===== config.mk =====
export PLATFORM = sky130hd
export DESIGN_NAME = alu_seq_control
export DESIGN_NICKNAME = d
export VERILOG_FILES = /design/src/rtl/alu_seq_control_pkg.sv /design/src/rtl/alu_seq_control_iter_muldiv.sv /design/src/rtl/alu_seq_control.sv
export SDC_FILE = /design/constraint.sdc
export NUM_CORES = 1
export LEC_CHECK = 0
export ABC_AREA = 1
export BUFFER_PORTS_ARGS = -buffer_cell sky130_fd_sc_hd__buf_2
export CAP_MARGIN = 10
export CORE_ASPECT_RATIO = 1.75
export CORE_MARGIN = 1
export CORE_UTILIZATION = 59
export CTS_CLUSTER_DIAMETER = 100
export DETAILED_ROUTE_END_ITERATION = 8
export PLACE_DENSITY = 0.86
export RECOVER_POWER = 50
export SYNTH_ARGS = -nofsm -noshare
export SYNTH_HDL_FRONTEND = slang
export SYNTH_SLANG_ARGS = --single-unit

===== constraint.sdc =====
create_clock -name Clock -period 4.7 [get_ports Clock]
set_input_delay 0.235 -clock Clock [delete_from_list [all_inputs] [get_ports Clock]]
set_output_delay 0.235 -clock Clock [all_outputs]
set_load 0.02 [all_outputs]

===== src/rtl/alu_seq_control_pkg.sv =====
// ----------------------------------------------------------------------------
// alu_seq_control_pkg: shared ALU control codes, AluOp classes, opcodes and FSM states.
// Rev 1.0
// ----------------------------------------------------------------------------
`default_nettype none

package alu_seq_control_pkg;

  localparam logic [1:0] c_aluop_mem   = 2'b00;
  localparam logic [1:0] c_aluop_br    = 2'b01;
  localparam logic [1:0] c_aluop_rtype = 2'b10;
  localparam logic [1:0] c_aluop_opc   = 2'b11;

  localparam logic [3:0] c_fn_and = 4'b0000;
  localparam logic [3:0] c_fn_or  = 4'b0001;
  localparam logic [3:0] c_fn_add = 4'b0010;
  localparam logic [3:0] c_fn_xor = 4'b0011;
  localparam logic [3:0] c_fn_nor = 4'b0100;
  localparam logic [3:0] c_fn_slt = 4'b0110;
  localparam logic [3:0] c_fn_sub = 4'b0111;

  localparam logic [3:0] c_aluc_and     = 4'b0000;
  localparam logic [3:0] c_aluc_or      = 4'b0001;
  localparam logic [3:0] c_aluc_add     = 4'b0010;
  localparam logic [3:0] c_aluc_nor     = 4'b0011;
  localparam logic [3:0] c_aluc_mul     = 4'b0100;
  localparam logic [3:0] c_aluc_slt     = 4'b0101;
  localparam logic [3:0] c_aluc_sub     = 4'b0110;
  localparam logic [3:0] c_aluc_xor     = 4'b1010;
  localparam logic [3:0] c_aluc_illegal = 4'b1111;

  localparam logic [3:0] c_opc_mul = 4'b0110;
`ifdef ALU_SEQ_DIV_EN
  localparam logic [3:0] c_opc_div  = 4'b0111;
  localparam logic [3:0] c_aluc_div = 4'b0111;
`endif

  typedef enum logic [1:0] {
    S_IDLE = 2'b00,
    S_MUL  = 2'b01,
`ifdef ALU_SEQ_DIV_EN
    S_DIV  = 2'b10,
`endif
    S_DONE = 2'b11
  } state_t;

endpackage

`default_nettype wire


===== src/rtl/alu_seq_control_iter_muldiv.sv =====
// ----------------------------------------------------------------------------
// iter_muldiv: one-bit-per-cycle unsigned shift-add multiplier / restoring divider
// (divider present only with ALU_SEQ_DIV_EN).  Rev 1.0
// ----------------------------------------------------------------------------
`default_nettype none

module iter_muldiv
  import alu_seq_control_pkg::*;
#(
  parameter int WIDTH = 24
) (
  input  logic             clk,
  input  logic             rst,
  input  logic             i_load,
`ifdef ALU_SEQ_DIV_EN
  input  logic             i_div,
  input  logic             i_div0,
`endif
  input  logic             i_step,
  input  logic [WIDTH-1:0] i_a,
  input  logic [WIDTH-1:0] i_b,
  output logic [WIDTH-1:0] o_lo,
  output logic [WIDTH-1:0] o_hi,
  output logic             o_last
);

  localparam int CNTW = $clog2(WIDTH) + 1;

  logic [WIDTH-1:0] r_opnd;
  logic [WIDTH-1:0] r_lo;
  logic [WIDTH-1:0] r_hi;
  logic [CNTW-1:0]  r_cnt;
  logic [WIDTH:0]   w_sum;
  logic [WIDTH-1:0] w_hi_nxt;
  logic [WIDTH-1:0] w_lo_nxt;
`ifdef ALU_SEQ_DIV_EN
  logic             r_div;
  logic [WIDTH:0]   w_shift;
  logic [WIDTH:0]   w_diff;
`endif

  // Multiply: {hi,lo} starts as {0,B}; conditionally add A into hi, then shift right.
  // Divide: {rem,quot} starts as {0,A}; shift left and subtract B when it fits.
  always_comb begin
    w_sum    = r_lo[0] ? ({1'b0, r_hi} + {1'b0, r_opnd}) : {1'b0, r_hi};
    w_hi_nxt = w_sum[WIDTH:1];
    w_lo_nxt = {w_sum[0], r_lo[WIDTH-1:1]};
`ifdef ALU_SEQ_DIV_EN
    w_shift = {r_hi, r_lo[WIDTH-1]};
    w_diff  = w_shift - {1'b0, r_opnd};
    if (r_div) begin
      // Borrow in the top bit means the trial subtraction does not fit.
      w_hi_nxt = w_diff[WIDTH] ? w_shift[WIDTH-1:0] : w_diff[WIDTH-1:0];
      w_lo_nxt = {r_lo[WIDTH-2:0], ~w_diff[WIDTH]};
    end
`endif
  end

  always_ff @(posedge clk) begin
    if (rst) begin
      r_opnd <= '0;
      r_lo   <= '0;
      r_hi   <= '0;
      r_cnt  <= '0;
`ifdef ALU_SEQ_DIV_EN
      r_div  <= 1'b0;
`endif
    end else if (i_load) begin
      r_cnt  <= '0;
      r_hi   <= '0;
      r_opnd <= i_a;
      r_lo   <= i_b;
`ifdef ALU_SEQ_DIV_EN
      r_div  <= i_div;
      if (i_div) begin
        r_opnd <= i_b;
        r_lo   <= i_a;
      end
      if (i_div0) begin
        r_lo <= '1;
        r_hi <= i_a;
      end
`endif
    end else if (i_step) begin
      r_cnt <= r_cnt + CNTW'(1);
      r_hi  <= w_hi_nxt;
      r_lo  <= w_lo_nxt;
    end
  end

  assign o_lo   = r_lo;
  assign o_hi   = r_hi;
  assign o_last = (r_cnt == CNTW'(WIDTH - 1));

endmodule

`default_nettype wire


===== src/rtl/alu_seq_control.sv =====
// ----------------------------------------------------------------------------
// alu_seq_control: ALU control decode plus sequencing FSM for multicycle MUL/DIV;
// DIV support enabled by defining ALU_SEQ_DIV_EN.  Rev 1.0
// ----------------------------------------------------------------------------
`default_nettype none

module alu_seq_control
  import alu_seq_control_pkg::*;
#(
  parameter int WIDTH = 24,
  parameter int FUNCW = 4,
  parameter int OPW   = 4
) (
  input  logic             Clock,
  input  logic             Reset,
  input  logic [1:0]       AluOp,
  input  logic [FUNCW-1:0] Function,
  input  logic [OPW-1:0]   opcode,
  input  logic             Start,
  input  logic [WIDTH-1:0] A,
  input  logic [WIDTH-1:0] B,
  output logic [3:0]       ALUContr,
  output logic             Stall,
  output logic             Done,
  output logic [WIDTH-1:0] Result,
  output logic [WIDTH-1:0] ResultHi,
  output logic             Illegal
);

  state_t r_state;
  logic   r_done;
  logic   w_is_mul;
  logic   w_is_div;
  logic   w_busy;
  logic   w_accept;
  logic   w_last;
`ifdef ALU_SEQ_DIV_EN
  logic   w_div0;
`endif

  always_comb begin
    ALUContr = c_aluc_illegal;
    Illegal  = 1'b1;
    w_is_mul = 1'b0;
    w_is_div = 1'b0;
    case (AluOp)
      c_aluop_mem: begin ALUContr = c_aluc_add; Illegal = 1'b0; end
      c_aluop_br:  begin ALUContr = c_aluc_sub; Illegal = 1'b0; end
      c_aluop_rtype: begin
        Illegal = 1'b0;
        case (Function)
          FUNCW'(c_fn_and): ALUContr = c_aluc_and;
          FUNCW'(c_fn_or):  ALUContr = c_aluc_or;
          FUNCW'(c_fn_add): ALUContr = c_aluc_add;
          FUNCW'(c_fn_xor): ALUContr = c_aluc_xor;
          FUNCW'(c_fn_nor): ALUContr = c_aluc_nor;
          FUNCW'(c_fn_slt): ALUContr = c_aluc_slt;
          FUNCW'(c_fn_sub): ALUContr = c_aluc_sub;
          default:          Illegal  = 1'b1;
        endcase
      end
      c_aluop_opc: begin
        if (opcode == OPW'(c_opc_mul)) begin
          ALUContr = c_aluc_mul;
          Illegal  = 1'b0;
          w_is_mul = 1'b1;
        end
`ifdef ALU_SEQ_DIV_EN
        else if (opcode == OPW'(c_opc_div)) begin
          ALUContr = c_aluc_div;
          Illegal  = 1'b0;
          w_is_div = 1'b1;
        end
`endif
      end
    endcase
  end

  always_comb begin
    w_busy = (r_state == S_MUL);
`ifdef ALU_SEQ_DIV_EN
    w_busy = w_busy || (r_state == S_DIV);
`endif
  end

  // Starts are only taken while no iteration is in flight; Reset wins over Start.
  assign w_accept = Start && !Reset && !w_busy && (w_is_mul || w_is_div);
`ifdef ALU_SEQ_DIV_EN
  assign w_div0   = w_is_div && (B == '0);
`endif

  always_ff @(posedge Clock) begin
    if (Reset) begin
      r_state <= S_IDLE;
      r_done  <= 1'b0;
    end else begin
      r_done <= 1'b0;
      case (r_state)
        S_MUL: if (w_last) begin r_state <= S_DONE; r_done <= 1'b1; end
`ifdef ALU_SEQ_DIV_EN
        S_DIV: if (w_last) begin r_state <= S_DONE; r_done <= 1'b1; end
`endif
        default: begin
          if (w_accept) begin
            r_state <= S_MUL;
`ifdef ALU_SEQ_DIV_EN
            if (w_div0) begin
              r_state <= S_DONE;
              r_done  <= 1'b1;
            end else if (w_is_div) begin
              r_state <= S_DIV;
            end
`endif
          end else begin
            r_state <= S_IDLE;
          end
        end
      endcase
    end
  end

  assign Stall = w_accept || w_busy;
  assign Done  = r_done;

  iter_muldiv #(
    .WIDTH (WIDTH)
  ) u_iter_muldiv (
    .clk    (Clock),
    .rst    (Reset),
    .i_load (w_accept),
`ifdef ALU_SEQ_DIV_EN
    .i_div  (w_is_div),
    .i_div0 (w_div0),
`endif
    .i_step (w_busy),
    .i_a    (A),
    .i_b    (B),
    .o_lo   (Result),
    .o_hi   (ResultHi),
    .o_last (w_last)
  );

endmodule

`default_nettype wire


==> results.sh, run 1 <==
export IMPL_status="finished, violations left"
export IMPL_violations="capacitance limit, slew limit"
export IMPL_swShare=0.2271
export IMPL_path_cells="inv_1 -> nor2_4 -> clkbuf_1 -> nor2_4 -> nand2_4 -> inv_6 -> nor2_8 -> inv_1 -> buf_2"
export IMPL_grt_pass1_wl_um=22090
export IMPL_grt_use_met2=0.5613
export IMPL_synth_edff_count=0
export IMPL_crit_path_end_kind="primary output"
export IMPL_dr_pass1_iters=5
export IMPL_maxCapViolCount=1
export IMPL_die_w_um=72.87
export IMPL_overflow=0
export IMPL_switchingPower_uw=332.0
export IMPL_syn_inst=825
export IMPL_crit_required_ns=4.47
export IMPL_via_count=5426
export IMPL_async_flop_share=0
export IMPL_cts_resized=0
export IMPL_dp_hpwl_um=9805
export IMPL_routedWlPerCell_um=12.58
export IMPL_period_share=0.7175
export IMPL_pwr_share_seq=0.471
export IMPL_period_minus_slack_ns=3.372
export IMPL_crit_type="reg2out"
export IMPL_gp_congestion=0.9484
export IMPL_yosysWarningCount=0
export IMPL_avgSynthCellArea_um2=6.285
export IMPL_setup_viol=0
export IMPL_track_usage=0.3077
export IMPL_fin_ws_ns=1.328
export IMPL_wirelength_um=13150
export IMPL_numPortBuffers=115
export IMPL_clock_sinks=81
export IMPL_rsz0062_at_grt="no"
export IMPL_start_kind="flip-flop"
export IMPL_grt_busiest_layer="met2"
export IMPL_drc_errors=0
export IMPL_cts_buffer_depth=2
export IMPL_n_antenna_cell=0
export IMPL_fp_dieH_um=126.0
export IMPL_synth_seq_cells=81
export IMPL_slew_headroom=-0.1242
export IMPL_crit_path_max_incr_delay_ns=1.21
export IMPL_insertion_delay_ns=0.34
export IMPL_synth_area_um2=5185
export IMPL_start_util=0.6156
export IMPL_drive_gt1_frac=0.1183
export IMPL_final_nets=1012
export IMPL_cp_num_buf_inv=5
export IMPL_antenna_found_initial=0
export IMPL_clkSlewWorstSetupHoldPaths_ns=0.06
export IMPL_dpl_worst_slack_ns=2.256
export IMPL_area_delta_synth_final_pct=15.13
export IMPL_synthFlopType="dfxtp_1"
export IMPL_grt_use_met3=0.06000
export IMPL_use_met1=0.3061
export IMPL_ctsHoldBuffers=0
export IMPL_cts_tree="done"
export IMPL_hold_path_class="in2reg"
export IMPL_io_pins=116
export IMPL_drtIter0Drc=274
export IMPL_critical_path_top_delay_family="buffers and inverters"
export IMPL_ant_nets=0
export IMPL_r2r_slack_ns=1.40
export IMPL_grt_pass1_vias=5178
export IMPL_viasPerCell=5.192
export IMPL_seq_area_frac_synth=0.3127
export IMPL_arrival_ns=3.14
export IMPL_rows=44
export IMPL_coreArea_um2=8423
export IMPL_cts_setup_buffers=0
export IMPL_slew_viol_final=36
export IMPL_hold_violations=0
export IMPL_grt_max_degree=50
export IMPL_ir_worst_vdd_uv=250.0
export IMPL_cp_max_fo=49
export IMPL_yosysUniqueCellTypes=44
export IMPL_worst_slew_pin_slew_ns=1.686
export IMPL_h_tree_depth=3
export IMPL_die_area_um2=9182
export IMPL_internal_power_mw=1.130
export IMPL_power_share_combinational=0.047
export IMPL_leakagePower_nw=2.639
export IMPL_clkPwrFrac=0.482
export IMPL_tns_ns=0
export IMPL_numCtsBuffers=9
export IMPL_slowest_stage="clkbuf_1"
export IMPL_clock_skew_final_ns=0.007269
export IMPL_fmax_ghz=0.2966
export IMPL_synth_nets=912
export IMPL_pwr_density_cell_nw_per_um2=244.9
export IMPL_cts_root_buffer="clkbuf_16"
## worst reg2reg max path: cells and delay by family, from the launching register on
kind | cells | cell delay [ns]
buffers and inverters | 3 | 2.03
AND/OR/NAND/NOR | 4 | 0.67
flip-flops | 1 | 0.32
XOR/XNOR | 1 | 0.16
## cell families after synthesis
family                     share of synthesized area
AOI/OAI and AO/OA                             0.1313
xor gates and xnor gates                     0.01351
adders and majority gates                    0.06419
buffers and inverters                         0.1069
DFF                                           0.3127
and+or+nand+nor                               0.3714
## sequential cells by signal, summed over array words and instances, names as in the netlist
signal and flops:
Done 1, r_state 2, u_iter_muldiv.o_hi 24, u_iter_muldiv.o_lo 24
u_iter_muldiv.r_cnt 6, u_iter_muldiv.r_opnd 24
## through the flow
step / std cells / hold slack [ns] / power (mW) / util / cell area, um2
6_report: 1045 / 0.1397 / 1.462 / 0.7087 / 5969
5_1_grt: 1045 / 0.1598 / 1.508 / 0.7087 / 5969
3_5_place_dp: 1029 / 0.4804 / 0.7736 / 0.6818 / 5743
3_3_place_gp: 1029 / 0.4714 / 0.7728 / 0.6818 / 5743
2_1_floorplan: 825 / 0.3956 / 0.7414 / - / 5185
4_1_cts: 1045 / 0.1331 / 1.469 / 0.7172 / 6041
## metal layers
metal  vias to the layer above  part of all wire
met5                         -                 0
met1                      2382              0.36
li1                       2822                 -
met4                         0             0.047
met3                        42             0.050
met2                       180              0.54
## Yosys cell counts, types with 2 or more instances
cell | instances | area [um2]
o31ai_1 | 2 | 15.01
nor2_1 | 121 | 454.2
o21ai_1 | 3 | 15.01
a21oi_2 | 2 | 17.52
nand4_1 | 6 | 37.54
clkbuf_1 | 15 | 56.30
a21oi_1 | 46 | 230.2
nand2_2 | 5 | 31.28
nand3_1 | 36 | 180.2
buf_6 | 5 | 56.30
inv_1 | 91 | 341.6
nor2_4 | 5 | 56.30
xnor2_1 | 2 | 17.52
nor2_2 | 7 | 43.79
xor2_1 | 6 | 52.55
o21ai_0 | 38 | 190.2
ha_1 | 25 | 312.8
buf_8 | 2 | 30.03
a21o_1 | 2 | 15.01
nor3_1 | 4 | 20.02
buf_2 | 3 | 15.01
a31oi_1 | 23 | 143.9
dfxtp_1 | 81 | 1622
buf_4 | 2 | 15.01
nand2_1 | 269 | 1010
nand3_2 | 2 | 20.02
inv_2 | 5 | 18.77
## worst paths after layout
kind	startpoint	to	cells after the start
worst max-delay path	r_state[0]$_SDFFE_PP0P_	Stall	9
worst min-delay path	A[20]	u_iter_muldiv.r_opnd[20]$_SDFFE_PP0P_	3
worst max register to register	r_state[0]$_SDFFE_PP0P_	u_iter_muldiv.r_cnt[4]$_SDFFE_PP0P_	8
worst min register to register	u_iter_muldiv.r_opnd[9]$_SDFFE_PP0P_	u_iter_muldiv.r_opnd[9]$_SDFFE_PP0P_	2
## cell usage in the layout, fill, tap and decap left out, drive strengths merged
cell / count
a21o: 2
fa: 1
bufinv: 1
o21bai: 1
nor3: 4
a221oi: 1
a211oi: 1
a21oi: 48
o21ai: 42
nand4: 6
o22ai: 1
nand2: 275
nand3: 38
nor2: 134
ha: 25
clkinvlp: 1
nor3b: 1
o31ai: 2
clkinv: 5
buf: 62
a22oi: 1
xor2: 6
o211ai: 1
xnor2: 2
a31oi: 23
inv: 97
or2: 1
nand3b: 2
clkbuf: 65
dfxtp: 81
## final cells by class
type	count	area, um2
sequential	81	1622
fill	787	2454
clock buffer	10	229.0
tap	115	143.9
timing repair buffer	117	519.2
multi-input combinational	618	3009
clock inverter	6	68.82
inverter	98	377.9
## power by group through the flow
| stage | logic (mW) | clock network (mW) | registers [mW] |
|---|---|---|---|
| global placement | 0.0682 | 0 | 0.705 |
| floorplan | 0.0363 | 0 | 0.705 |
| CTS | 0.0695 | 0.710 | 0.689 |
| global route | 0.0750 | 0.744 | 0.689 |
| finish | 0.0682 | 0.705 | 0.689 |
| detailed placement | 0.0690 | 0 | 0.705 |
Power figures use the tool's default switching activity.
==> run 2: changes to the inputs <==
--- a/config.mk
+++ b/config.mk
@@ -10,10 +10,10 @@
 export CAP_MARGIN = 10
 export CORE_ASPECT_RATIO = 1.75
 export CORE_MARGIN = 1
-export CORE_UTILIZATION = 59
+export CORE_UTILIZATION = 50
 export CTS_CLUSTER_DIAMETER = 100
 export DETAILED_ROUTE_END_ITERATION = 8
-export PLACE_DENSITY = 0.86
+export PLACE_DENSITY = 0.78
 export RECOVER_POWER = 50
 export SYNTH_ARGS = -nofsm -noshare
 export SYNTH_HDL_FRONTEND = slang
==> constraint.sdc (replaced) <==
create_clock -name Clock -period 2.9 [get_ports Clock]
set_input_delay 0.145 -clock Clock [delete_from_list [all_inputs] [get_ports Clock]]
set_output_delay 0.145 -clock Clock [all_outputs]
set_load 0.02 [all_outputs]
==> run 2 against run 1 <==
Against the previous run:
- the flow now finishes without violations
- cell count is 1.1% higher
- sequential share of layout area shrank 0.15 points
- clock skew grew 0.0043 ns
- combinational power rose by 64%
- clock-buffer cell count stayed put
- die area increased by 18%
- largest power group unchanged
==> results.sh, run 2 (synthesis results as in run 1) <==
export IMPL_status="finished, final reports clean"
export IMPL_cts_setup_buffers=0
export IMPL_power_share_combinational=0.046
export IMPL_ant_nets=0
export IMPL_clock_skew_final_ns=0.01162
export IMPL_rsz0062_at_grt="no"
export IMPL_leakagePower_nw=2.656
export IMPL_grt_pass1_vias=5013
export IMPL_holdCritStartpoint="A[22]"
export IMPL_coreArea_um2=9970
export IMPL_period_share=0.7721
export IMPL_fp_dieH_um=136.7
export IMPL_swShare=0.2344
export IMPL_wirelength_um=13900
export IMPL_multi_input_area_um2=3002
export IMPL_fill_cells=1076
export IMPL_ir_worst_vdd_uv=329.1
export IMPL_drive_gt1_frac=0.1203
export IMPL_worst_slew_pin_slew_ns=0.7660
export IMPL_final_common_cell="nand2_1"
export IMPL_slew_headroom=0.4886
export IMPL_period_minus_slack_ns=2.239
export IMPL_io_pins=116
export IMPL_r2r_start="u_iter_muldiv.o_hi[0]$_SDFFE_PP0P_"
export IMPL_cts_resized=0
export IMPL_grt_pass1_wl_um=22380
export IMPL_arrival_ns=2.09
export IMPL_final_nets=1013
export IMPL_dr_pass1_iters=4
export IMPL_n_antenna_cell=0
export IMPL_slowest_stage="nor2_8"
export IMPL_dp_hpwl_um=10570
export IMPL_r2r_slack_ns=0.90
export IMPL_hold_violations=0
export IMPL_internal_power_mw=1.864
export IMPL_pwr_density_cell_nw_per_um2=405.7
export IMPL_critical_path_top_delay_family="simple AND/OR/NAND/NOR gates"
export IMPL_viasPerCell=5.095
export IMPL_insertion_delay_ns=0.36
export IMPL_die_area_um2=10800
export IMPL_whs_ns=0.03911
export IMPL_slew_viol_final=0
export IMPL_r2r_cells=11
export IMPL_rows=48
export IMPL_tns_ns=0
export IMPL_cts_tree="done"
export IMPL_whs_path_depth=3
export IMPL_cp_num_buf_inv=4
export IMPL_cts_buffer_depth=2
export IMPL_cp_max_fo=49
export IMPL_track_usage=0.2665
export IMPL_grt_max_degree=50
export IMPL_antenna_found_initial=0
export IMPL_gp_congestion=0.9630
export IMPL_hold_path_class="in2reg"
export IMPL_fmax_ghz=0.4466
export IMPL_path_cells="inv_1 -> nor2_4 -> nor2_1 -> nand2_4 -> inv_6 -> nor2_8 -> inv_1 -> buf_2"
export IMPL_h_tree_depth=3
export IMPL_overflow=0
export IMPL_clkSlewWorstSetupHoldPaths_ns=0.07
export IMPL_final_cell_mix="nand2_1, nor2_1, inv_1"
export IMPL_routedWlPerCell_um=13.16
export IMPL_crit_required_ns=2.76
export IMPL_numCtsBuffers=9
export IMPL_maxCapViolCount=0
export IMPL_die_w_um=78.98
export IMPL_clkPwrFrac=0.495
export IMPL_area_delta_synth_final_pct=15.76
export IMPL_via_count=5380
export IMPL_pwr_share_seq=0.459
export IMPL_crit_path_end_kind="primary output"
export IMPL_start_kind="flip-flop"
export IMPL_hold_end="u_iter_muldiv.r_opnd[22]$_SDFFE_PP0P_"
export IMPL_cts_root_buffer="clkbuf_16"
export IMPL_clock_sinks=81
export IMPL_drtIter0Drc=265
export IMPL_drc_errors=0
export IMPL_crit_path_max_incr_delay_ns=0.34
export IMPL_r2r_end="u_iter_muldiv.o_hi[19]$_SDFFE_PP0P_"
export IMPL_numPortBuffers=115
export IMPL_ctsHoldBuffers=0
export IMPL_setup_viol=0
export IMPL_layout_area_seq_um2=1622
export IMPL_switchingPower_uw=570.7
export IMPL_start_util=0.5201
export IMPL_path_common_cell="inv_1"
export IMPL_crit_type="reg2out"
## run 2: area by class of cell
class | count | share of cell area
sequential | 81 | 0.2702
timing repair buffer | 118 | 0.08839
multi-input combinational | 618 | 0.5001
tap | 125 | 0.02606
clock buffer | 10 | 0.03982
inverter | 98 | 0.06296
clock inverter | 6 | 0.01251
## run 2: worst max-delay path by stage
stage                                  startpoint                             endpoint  slack (ns)  cells after the start
2_1_floorplan  u_iter_muldiv.o_hi[0]$_SDFFE_PP0P_  u_iter_muldiv.o_hi[19]$_SDFFE_PP0P_        1.05                     11
3_3_place_gp                            opcode[0]   u_iter_muldiv.o_hi[2]$_SDFFE_PP0P_        0.96                      9
4_1_cts                   r_state[0]$_SDFFE_PP0P_                                Stall        0.67                      8
6_report                  r_state[0]$_SDFFE_PP0P_                                Stall        0.66                      8
5_1_grt                   r_state[0]$_SDFFE_PP0P_                                Stall        0.50                      8
3_5_place_dp   u_iter_muldiv.o_hi[0]$_SDFFE_PP0P_  u_iter_muldiv.o_hi[19]$_SDFFE_PP0P_        0.90                     11
## run 2: stage by stage
step | worst slack, ns | std cells | power [mW] | utilization | cell area, um2
floorplan | 1.047 | 825 | 1.202 | - | 5185
global placement | 0.9550 | 1040 | 1.256 | 0.5781 | 5763
detailed placement | 0.9023 | 1040 | 1.257 | 0.5781 | 5763
CTS | 0.6666 | 1056 | 2.444 | 0.6096 | 6077
global route | 0.4997 | 1056 | 2.501 | 0.6020 | 6002
finish | 0.6610 | 1056 | 2.435 | 0.6020 | 6002
## run 2: worst min-delay path, cell delays in order
cell and delay, ns:
buf_2 0.07, o21ai_0 0.07, nor2_1 0.07
## run 2: per-layer routing
metal / wire length (um) / track usage
met1: 5176 / 0.2597
met2: 7563 / 0.5062
met3: 509 / 0.04533
met4: 652 / 0.1667
met5: 0 / 0
## run 2: power groups by stage
stage	registers (mW)	logic (mW)	clock network, mW
2_1_floorplan	1.14	0.0589	0
3_3_place_gp	1.14	0.114	0
4_1_cts	1.12	0.115	1.21
3_5_place_dp	1.14	0.115	0
5_1_grt	1.12	0.123	1.26
6_report	1.12	0.112	1.21
==> run 3: changes to the inputs <==
--- a/config.mk
+++ b/config.mk
@@ -10,10 +10,10 @@
 export CAP_MARGIN = 10
 export CORE_ASPECT_RATIO = 1.75
 export CORE_MARGIN = 1
-export CORE_UTILIZATION = 50
+export CORE_UTILIZATION = 55
 export CTS_CLUSTER_DIAMETER = 100
 export DETAILED_ROUTE_END_ITERATION = 8
-export PLACE_DENSITY = 0.78
+export PLACE_DENSITY = 0.81
 export RECOVER_POWER = 50
 export SYNTH_ARGS = -nofsm -noshare
 export SYNTH_HDL_FRONTEND = slang
==> constraint.sdc (replaced) <==
create_clock -name Clock -period 2.2 [get_ports Clock]
set_input_delay 0.11 -clock Clock [delete_from_list [all_inputs] [get_ports Clock]]
set_output_delay 0.11 -clock Clock [all_outputs]
set_load 0.02 [all_outputs]
==> run 3 against run 2 <==
Against the previous run:
- via count up 1.7%
- sequential share of layout area down 0.21 points
- design area up 0.79%
- sequential power up 31%
- setup slack worse by 0.50 ns
- die area down 8.9%
- critical path type unchanged
==> results.sh, run 3 (synthesis results as in run 1) <==
export IMPL_fmax_ghz=0.4909
export IMPL_numCtsBuffers=9
export IMPL_crit_required_ns=2.09
export IMPL_drive_gt1_frac=0.1262
export IMPL_design_area_um2=6050
export IMPL_crit_path_end_kind="primary output"
export IMPL_ir_worst_vdd_uv=436.6
export IMPL_overflow=0
export IMPL_pwr_density_cell_nw_per_um2=543.9
export IMPL_drtIter0Drc=315
export IMPL_final_nets=1017
export IMPL_final_common_cell="nand2_1"
export IMPL_clock_skew_final_ns=0.007162
export IMPL_clock_sinks=81
export IMPL_top_layer="met4"
export IMPL_die_w_um=75.40
export IMPL_cts_root_buffer="clkbuf_16"
export IMPL_slew_headroom=0.6481
export IMPL_path_cells="inv_1 -> nor2_4 -> nor2_1 -> nand2_4 -> inv_6 -> nor2_8 -> inv_1 -> buf_2"
export IMPL_swShare=0.2289
export IMPL_grt_pass1_vias=5087
export IMPL_h_tree_depth=3
export IMPL_io_pins=116
export IMPL_insertion_delay_ns=0.35
export IMPL_whs_ns=0.004420
export IMPL_wirelength_um=13770
export IMPL_place_area_um2=5787
export IMPL_cts_buffer_depth=2
export IMPL_power_share_combinational=0.045
export IMPL_r2r_slack_ns=0.20
export IMPL_period_share=0.9260
export IMPL_fp_dieH_um=130.4
export IMPL_wl_met2_um=7406
export IMPL_period_minus_slack_ns=2.037
export IMPL_crit_path_max_incr_delay_ns=0.33
export IMPL_switchingPower_uw=753.3
export IMPL_met1_length_um=5187
export IMPL_ant_nets=0
export IMPL_rows=46
export IMPL_dpl_worst_slack_ns=0.2098
export IMPL_setup_viol=0
export IMPL_start_util=0.5702
export IMPL_antenna_found_initial=0
export IMPL_grt_pass1_wl_um=22170
export IMPL_hold_path_class="in2reg"
export IMPL_grt_max_degree=39
export IMPL_hold_end="u_iter_muldiv.r_opnd[9]$_SDFFE_PP0P_"
export IMPL_crit_type="reg2out"
export IMPL_r2r_end="u_iter_muldiv.o_hi[13]$_SDFFE_PP0P_"
export IMPL_wl_met3_um=572
export IMPL_hold_violations=0
export IMPL_worst_slew_pin_slew_ns=0.5271
export IMPL_leakagePower_nw=2.685
export IMPL_path_common_cell="inv_1"
export IMPL_status="finished, final reports clean"
export IMPL_whs_path_depth=3
export IMPL_r2r_cells=11
export IMPL_start_kind="flip-flop"
export IMPL_fill_cells=909
export IMPL_viasPerCell=5.189
export IMPL_maxCapViolCount=0
export IMPL_tns_ns=0
export IMPL_final_cell_mix="nand2_1, nor2_1, inv_1"
export IMPL_r2r_start="u_iter_muldiv.o_hi[0]$_SDFFE_PP0P_"
export IMPL_coreArea_um2=9094
export IMPL_clkSlewWorstSetupHoldPaths_ns=0.07
export IMPL_internal_power_mw=2.537
export IMPL_dr_pass1_iters=5
export IMPL_fin_ws_ns=0.1628
export IMPL_dp_hpwl_um=10290
export IMPL_routedWlPerCell_um=13.05
export IMPL_slew_viol_final=0
export IMPL_drc_errors=0
export IMPL_track_usage=0.2958
export IMPL_total_power_mw=3.291
export IMPL_arrival_ns=1.93
export IMPL_gp_congestion=1.044
export IMPL_die_area_um2=9835
export IMPL_holdCritStartpoint="A[9]"
export IMPL_numPortBuffers=115
export IMPL_cp_max_fo=34
export IMPL_via_count=5474
export IMPL_clkPwrFrac=0.508
export IMPL_n_antenna_cell=0
export IMPL_area_delta_synth_final_pct=16.67
export IMPL_slowest_stage="nor2_8"
export IMPL_cts_setup_buffers=0
export IMPL_pwr_share_seq=0.447
export IMPL_cts_tree="done"
## run 3: cell types whose count changed in the layout (fill, tap and decap cells not counted), moves of 2 or more
cell / delta
clkinv_4: -2
clkinvlp_4: +2
buf_4: +3
clkbuf_1: -2
buf_2: +2
## run 3: routing by layer
metal  vias up  global-route usage
met2       159              0.5425
met5         -                   0
met3        40             0.04448
li1       2828                   -
met1      2447              0.2977
met4         0              0.1950
## run 3: timing repair
| action | CTS | global route |
|---|---|---|
| endpoints found under the setup margin | 0 | 3 |
| resized for setup | 0 | 2 |
| hold buffers | 0 | 0 |
## run 3: cell type report
class                   count  area (um2)  area share
repair buffers            122       560.5     0.09266
flip-flops and latches     81        1622      0.2680
clock buffers               9       225.2     0.03723
multi-input cells         618        3012      0.4978
clock inverters             7       102.6     0.01696
well taps                 120       150.1     0.02482
inverters                  98       377.9     0.06246
## run 3: power by group through the flow
stage / clock [mW] / combinational [mW] / sequential [mW]
2_1_floorplan: 0 / 0.0776 / 1.51
3_3_place_gp: 0 / 0.150 / 1.51
3_5_place_dp: 0 / 0.152 / 1.51
4_1_cts: 1.68 / 0.152 / 1.47
5_1_grt: 1.74 / 0.165 / 1.47
6_report: 1.67 / 0.148 / 1.47
## run 3: how the worst max path moves through the flow
stage	startpoint	endpoint	slack, ns	cells past startpoint
floorplan	u_iter_muldiv.o_hi[0]$_SDFFE_PP0P_	u_iter_muldiv.o_hi[19]$_SDFFE_PP0P_	0.35	11
finish	r_state[0]$_SDFFE_PP0P_	Stall	0.16	8
global route	u_iter_muldiv.o_hi[0]$_SDFFE_PP0P_	u_iter_muldiv.o_hi[19]$_SDFFE_PP0P_	-0.006	11
detailed placement	u_iter_muldiv.o_hi[0]$_SDFFE_PP0P_	u_iter_muldiv.o_hi[15]$_SDFFE_PP0P_	0.21	11
global placement	u_iter_muldiv.o_hi[0]$_SDFFE_PP0P_	u_iter_muldiv.o_hi[15]$_SDFFE_PP0P_	0.24	11
CTS	r_state[0]$_SDFFE_PP0P_	Stall	0.16	8
## run 3: through the flow
| stage | util | instances |
|---|---|---|
| after CTS | 0.6724 | 1055 |
| after floorplan | - | 825 |
| final | 0.6652 | 1055 |
| after detailed placement | 0.6364 | 1039 |
| after global routing | 0.6652 | 1055 |
| after global placement | 0.6364 | 1039 |
## run 3: worst max-delay path, delay by kind of cell (launching register included)
kind                   cells  cell delay [ns]
AND/OR/NAND/NOR            4             0.79
flip-flops                 1             0.31
buffers and inverters      4             0.46
